### config.mk
export PLATFORM = sky130hd
export DESIGN_NAME = reaction_game_ctrl
export DESIGN_NICKNAME = d
export VERILOG_FILES = /design/src/rtl/reaction_pkg.sv /design/src/rtl/ms_tick_gen.sv /design/src/rtl/reaction_game_ctrl.sv
export SDC_FILE = /design/constraint.sdc
export NUM_CORES = 1
export LEC_CHECK = 0
export BUFFER_PORTS_ARGS = -buffer_cell sky130_fd_sc_hd__buf_2
export CORE_MARGIN = 2
export CORE_UTILIZATION = 55
export DETAILED_ROUTE_END_ITERATION = 16
export PLACE_DENSITY = 0.77
export SLEW_MARGIN = 20
export SYNTH_ARGS = -nofsm -noshare
export SYNTH_HDL_FRONTEND = slang
export SYNTH_HIERARCHICAL = 1
export SYNTH_SLANG_ARGS = --single-unit
### constraint.sdc
create_clock -name clk -period 5.55 [get_ports clk]
set_clock_uncertainty 0.15 [all_clocks]
set_input_delay 0.2775 -clock clk [delete_from_list [all_inputs] [get_ports clk]]
set_output_delay 0.2775 -clock clk [all_outputs]
set_load 0.03 [all_outputs]
### src/rtl/reaction_pkg.sv
// Shared definitions for the reaction-time game controller.
// Holds the sequencer state encoding, LFSR seed/taps and the
// millisecond counter width used by the top level and its helpers.
package reaction_pkg;

  typedef enum logic [2:0] {
    IDLE = 3'd0,
    ARM  = 3'd1,
    WAIT = 3'd2,
    GO   = 3'd3,
    DONE = 3'd4,
    FOUL = 3'd5
  } state_t;

  // 3-bit maximal-length LFSR: shift left, feedback = q[2] ^ q[1].
  // Sequence from the seed: 001,010,101,011,111,110,100 (period 7, never 000).
  localparam logic [2:0] LFSR_SEED   = 3'b001;
  localparam int         LFSR_TAP_HI = 2;
  localparam int         LFSR_TAP_LO = 1;

  // Width of the reaction counter and result bus.
  localparam int MS_W = 10;

  function automatic logic [2:0] lfsr_next(input logic [2:0] q);
    return {q[1:0], q[LFSR_TAP_HI] ^ q[LFSR_TAP_LO]};
  endfunction

endpackage

### src/rtl/ms_tick_gen.sv
// Millisecond tick prescaler.
// Ports: clk/rst (sync, active-high), clr forces the count back to 0,
//        tick is high for one cycle every TICK_DIV cycles (count == TICK_DIV-1).
module ms_tick_gen #(
  parameter int TICK_DIV = 50000
) (
  input  logic clk,
  input  logic rst,
  input  logic clr,
  output logic tick
);

  localparam int CNT_W = (TICK_DIV > 1) ? $clog2(TICK_DIV) : 1;
  localparam logic [CNT_W-1:0] LAST = CNT_W'(TICK_DIV - 1);

  logic [CNT_W-1:0] cnt;

  always_ff @(posedge clk) begin
    if (rst || clr) begin
      cnt <= '0;
    end else if (cnt == LAST) begin
      cnt <= '0;
    end else begin
      cnt <= cnt + CNT_W'(1);
    end
  end

  // tick is taken from the count itself, so it stays valid in the cycle
  // where clr is raised; the caller relies on that for the final WAIT tick.
  assign tick = (cnt == LAST);

endmodule

### src/rtl/reaction_game_ctrl.sv
// Reaction-time game sequencer: random wait, GO stimulus, ms reaction
// measurement with saturation/timeout, and early-press (foul) detection.
// Ports: clk, rst (sync, active-high); start_btn/react_btn debounced levels;
//        lfsr_sel/sel_valid -> delay-pattern decoder; led_go, result_ms,
//        result_valid, timeout, foul, busy -> display/LED datapath.
module reaction_game_ctrl
  import reaction_pkg::*;
#(
  parameter int TICK_DIV      = 50000,
  parameter int DELAY_UNIT_MS = 500,
  parameter int MAX_MS        = 999
) (
  input  logic            clk,
  input  logic            rst,
  input  logic            start_btn,
  input  logic            react_btn,
  output logic [2:0]      lfsr_sel,
  output logic            sel_valid,
  output logic            led_go,
  output logic [MS_W-1:0] result_ms,
  output logic            result_valid,
  output logic            timeout,
  output logic            foul,
  output logic            busy
);

  // Largest wait is 8 delay steps (lfsr_sel = 7).
  localparam int WAIT_MAX = 8 * DELAY_UNIT_MS;
  localparam int WAIT_W   = $clog2(WAIT_MAX + 1);

  localparam logic [MS_W-1:0]   MS_MAX    = MS_W'(MAX_MS);
  localparam logic [MS_W-1:0]   MS_LAST   = MS_W'(MAX_MS - 1);
  localparam logic [WAIT_W-1:0] WAIT_ONE  = WAIT_W'(1);

  if (MAX_MS < 1 || MAX_MS > (1 << MS_W) - 1) begin : g_bad_max
    $error("MAX_MS must be in 1..1023");
  end

  state_t state, state_nxt;

  logic [2:0]        lfsr_q;
  logic              start_q, react_q;
  logic              start_rise, react_rise;
  logic [WAIT_W-1:0] wait_cnt;
  logic [MS_W-1:0]   ms_cnt;
  logic              tick, tick_clr;

  // Single-cycle controls from the next-state logic to the datapath.
  logic              accept_start;
  logic              capture_react;
  logic              saturate;
  logic              early_press;
  logic              enter_go;

  assign start_rise = start_btn & ~start_q;
  assign react_rise = react_btn & ~react_q;

  ms_tick_gen #(
    .TICK_DIV (TICK_DIV)
  ) u_tick (
    .clk  (clk),
    .rst  (rst),
    .clr  (tick_clr),
    .tick (tick)
  );

  // ---------------------------------------------------------------- FSM
  always_ff @(posedge clk) begin
    if (rst) begin
      state <= IDLE;
    end else begin
      state <= state_nxt;
    end
  end

  always_comb begin
    state_nxt     = state;
    tick_clr      = 1'b0;
    accept_start  = 1'b0;
    capture_react = 1'b0;
    saturate      = 1'b0;
    early_press   = 1'b0;
    enter_go      = 1'b0;
    case (state)
      // DONE and FOUL behave like IDLE: a new start goes straight to ARM.
      IDLE, DONE, FOUL: begin
        if (start_rise) begin
          state_nxt    = ARM;
          accept_start = 1'b1;
        end
      end
      ARM: begin
        state_nxt = WAIT;
        tick_clr  = 1'b1;
      end
      WAIT: begin
        // An early press wins over a wait that expires in the same cycle.
        if (react_rise) begin
          state_nxt   = FOUL;
          early_press = 1'b1;
        end else if (tick && wait_cnt == WAIT_ONE) begin
          state_nxt = GO;
          tick_clr  = 1'b1;
          enter_go  = 1'b1;
        end
      end
      GO: begin
        // A press on a tick cycle captures the count before that tick.
        if (react_rise) begin
          state_nxt     = DONE;
          capture_react = 1'b1;
        end else if (tick && ms_cnt == MS_LAST) begin
          state_nxt = DONE;
          saturate  = 1'b1;
        end
      end
      default: state_nxt = IDLE;
    endcase
  end

  // ----------------------------------------------------------- datapath
  always_ff @(posedge clk) begin
    if (rst) begin
      lfsr_q    <= LFSR_SEED;
      start_q   <= 1'b1;   // a button held through reset must not fire
      react_q   <= 1'b1;
      lfsr_sel  <= '0;
      sel_valid <= 1'b0;
      wait_cnt  <= '0;
      ms_cnt    <= '0;
      result_ms <= '0;
      timeout   <= 1'b0;
    end else begin
      lfsr_q  <= lfsr_next(lfsr_q);
      start_q <= start_btn;
      react_q <= react_btn;

      if (accept_start) begin
        lfsr_sel  <= lfsr_q;
        sel_valid <= 1'b1;
        timeout   <= 1'b0;
      end

      // lfsr_sel was captured on the way into ARM, so it is stable here.
      if (state == ARM) begin
        wait_cnt <= WAIT_W'((int'(lfsr_sel) + 1) * DELAY_UNIT_MS);
      end else if (state == WAIT && tick && wait_cnt != '0) begin
        wait_cnt <= wait_cnt - WAIT_ONE;
      end

      if (enter_go) begin
        ms_cnt <= '0;
      end else if (state == GO && tick && ms_cnt != MS_MAX) begin
        ms_cnt <= ms_cnt + MS_W'(1);
      end

      if (capture_react) begin
        result_ms <= ms_cnt;
      end else if (saturate) begin
        result_ms <= MS_MAX;
        timeout   <= 1'b1;
      end else if (early_press) begin
        result_ms <= '0;
      end
    end
  end

  // ------------------------------------------------------------ outputs
  assign led_go       = (state == GO);
  assign busy         = (state == ARM) || (state == WAIT) || (state == GO);
  assign result_valid = (state == DONE);
  assign foul         = (state == FOUL);

endmodule

==> metrics.log <==
[metrics] Clock Sink Count: 61
[metrics] number of buffers on the longest clock path: 2
[metrics] Critical Path, Cell by Cell: ha_1, xor2_1, inv_1, fa_1, inv_1, fa_1, inv_1, ha_1, a21o_1, a21oi_1, o21ai_0, xnor2_1, a31o_2
[metrics] DRC violation total after the first TritonRoute iteration: 158
[metrics] final routed wire length divided by cell count: 14.6 um
[metrics] die width: 83.5 um
[metrics] most common library cell in the layout ignoring fill and taps: dfxtp_1
[metrics] required time of the critical path: 5.64 ns
[metrics] via count: 2808
[metrics] number of top-level pins: 23
[metrics] count of buffer and inverter cells on the critical path: 3
[metrics] Residual DRC: 0
[metrics] Layout area overhead: 10.4%
[metrics] endpoints failing setup: 0
[metrics] Startpoint Class: flip-flop
[metrics] family with the most delay on the worst path: adder cells
[metrics] pre-CTS setup slack: 1.47 ns
[metrics] layout cells sized above 1: 0.127
[metrics] worst slack on hold paths: 0.0110 ns
[metrics] H-tree depth reported by CTS: 3
[metrics] Detail Placement HPWL: 5.06 mm
[metrics] ratio of total power to cell area: 330 mW/mm^2
[metrics] commonest non-fill, non-tap cells in the layout: dfxtp_1, nor2_1, inv_1, xnor2_1, a21oi_1
[metrics] clock insertion delay at the later pin of the skew report: 0.34 ns
[metrics] CTS Buf Count: 9
[metrics] post-layout total power: 1270 uW
[metrics] Max rail drop VDD: 0.288 mV
[metrics] clock transition at the register clock pins on the worst setup and hold paths after CTS: 0.07 ns
[metrics] grt ovf: 0
[metrics] routed via count divided by cell count: 5.72
[metrics] initial antenna violation count: 0
[metrics] Final nets: 441
[metrics] Max Freq: 0.245 GHz
[metrics] post-synthesis instance area: 0.00348 sq mm
[metrics] finished layout cell area: 0.00384 sq mm
[metrics] fin worst setup slack: 1.47 ns
[metrics] number of instances in the synthesized netlist: 393
[metrics] number of synthesized register bits: 61
[metrics] Fin Setup TNS: 0 ns
[metrics] number of buffers inserted by hold repair at cts: 1
[metrics] global-route wire length before repair: 12.3 mm
[metrics] number of buffers inserted by post-CTS setup repair: 0
[metrics] Pre-antenna DRT Iters: 4
[metrics] min-delay worst type: in2reg
[metrics] share of the cycle needed by the critical path after routing: 0.736
[metrics] arrival time of the worst setup path: 4.18 ns
[metrics] number of port buffers: 22
[metrics] maximum number of pins on one net before global-route repair: 36
[metrics] worst stage delay on the critical path: 0.61 ns
[metrics] count of warnings emitted by yosys: 6
[metrics] CTS resizes: 0
[metrics] starting density of the core: 0.577
[metrics] setup repair after global routing missed its margin: no
[metrics] final wirelength: 7.18 mm
[metrics] Distinct cells, synth: 57
[metrics] worst slew pin tran: 0.785 ns
[metrics] element type at the critical path end: flip-flop
[metrics] post-layout minimum cycle time: 4.08 ns
[metrics] Top FF cell, synth: dfxtp_1
[metrics] largest fanout on the critical path: 11
[metrics] Post-synth EDFFs: 0
[metrics] syn nets: 422
[metrics] relative max-transition margin: 0.472
[metrics] Antenna diodes: 0
[metrics] Final Slew Violations: 0
[metrics] post-placement cell area: 0.00360 sq mm
[metrics] sequential fraction of the synthesis area: 0.351
[metrics] share of async-settable or async-resettable flops after synthesis: 0
[metrics] average instance area after synthesis: 8.85 sq um
[metrics] die area: 0.00698 sq mm
[metrics] global placer's final weighted congestion: 0.856
[metrics] path type of the worst setup path: reg2reg
[metrics] Pleak: 0.00144 uW
[metrics] CTS tree: done
[metrics] Die Height: 83.5 um
[metrics] result of the run: complete, no violations
[metrics] floorplan core area: 0.00603 sq mm
[metrics] cell mode on critical path: inv_1
[metrics] vias in the first global route: 2712
[metrics] clock root buffer: clkbuf_8
[metrics] Critical Path Slowest Stage Cell: fa_1
[metrics] number of nets still failing antenna checks after routing: 0
[metrics] count of endpoints failing hold in the final timing report: 0
[metrics] total routing usage reported by global routing: 0.214
[metrics] max-cap violation count: 0
[metrics] FP Rows: 28
## per-layer routing
metal	global-route usage	up-vias	part of all wire
met1	0.280	1350	0.48
li1	-	1415	-
met5	0	-	0
met2	0.354	34	0.47
met3	0.0485	9	0.028
met4	0.0660	0	0.014
## cell type report
type | count | area [sq um]
clock buffer | 12 | 165
inverter | 28 | 105
clock inverter | 3 | 67.6
timing repair buffer | 24 | 128
multi-input combinational | 288 | 2060
tap | 75 | 93.8
sequential | 61 | 1220
fill | 516 | 2190
## flip-flops by register name, summed over array words and instances, names as in the netlist
register,flops
lfsr_sel,3
timeout,1
state,3
sel_valid,1
lfsr_q,3
wait_cnt,12
result_ms,10
react_q,1
start_q,1
u_tick/cnt,16
ms_cnt,10
## where the power goes
part           internal [uW]  leakage, uW  switching, uW  total [uW]
clock                    287     0.000115            174         462
combinational            121     0.000832            171         292
sequential               467     0.000495           47.4         515
total                    875      0.00144            393        1270
## cells by family (layout without fill, tap and decap cells)
| family | Yosys count | after routing | share of synthesized area |
|---|---|---|---|
| simple gates | 155 | 155 | 0.251 |
| mux | 5 | 5 | 0.0151 |
| xor+xnor | 34 | 34 | 0.0856 |
| fa+ha+maj | 25 | 25 | 0.105 |
| compound gates | 69 | 69 | 0.135 |
| flops | 61 | 61 | 0.351 |
| buf+inv | 44 | 67 | 0.0572 |
## per-stage QoR
step                 util  cells
finish              0.637    491
global route        0.637    491
CTS                 0.637    491
detailed placement  0.597    475
global placement    0.597    475
floorplan               -    393
## worst reg2reg max path: stages, from the launching register on
cell and delay, ns:
dfxtp_1 0.58, ha_1 0.30, xor2_1 0.29, inv_1 0.16, fa_1 0.61, inv_1 0.10, fa_1 0.50, inv_1 0.05
ha_1 0.34, a21o_1 0.20, a21oi_1 0.19, o21ai_0 0.14, xnor2_1 0.14, a31o_2 0.24
## final timing paths
check	endpoint	from	depth (start not counted)	slack [ns]
worst max-delay path	wait_cnt[11]	lfsr_sel[0]	13	1.47
worst min-delay path	react_q	react_btn	2	0.01
worst max register to register	wait_cnt[11]	lfsr_sel[0]	13	1.47
worst min register to register	u_tick/cnt[0]	u_tick/cnt[0]	1	0.32
## synth_stat cells, types with 4 or more instances
cell,number,area [sq um]
ha_1,18,225
or2_2,4,25.0
o21ai_0,5,25.0
nand3_1,13,65.1
fa_1,7,140
xnor2_1,26,228
nor3_1,14,70.1
a22oi_1,10,75.1
xor2_1,8,70.1
a211oi_1,4,30.0
dfxtp_1,61,1220
inv_1,28,105
nor4_1,6,37.5
a2111oi_0,4,35.0
nor3b_1,4,30.0
nand2_1,18,67.6
nand4_1,7,43.8
nand2b_1,5,31.3
clkbuf_1,9,33.8
a21oi_1,24,120
nor2_1,48,180
nor2b_1,7,43.8
a32oi_1,5,43.8
(Power assumes the default switching activity.)
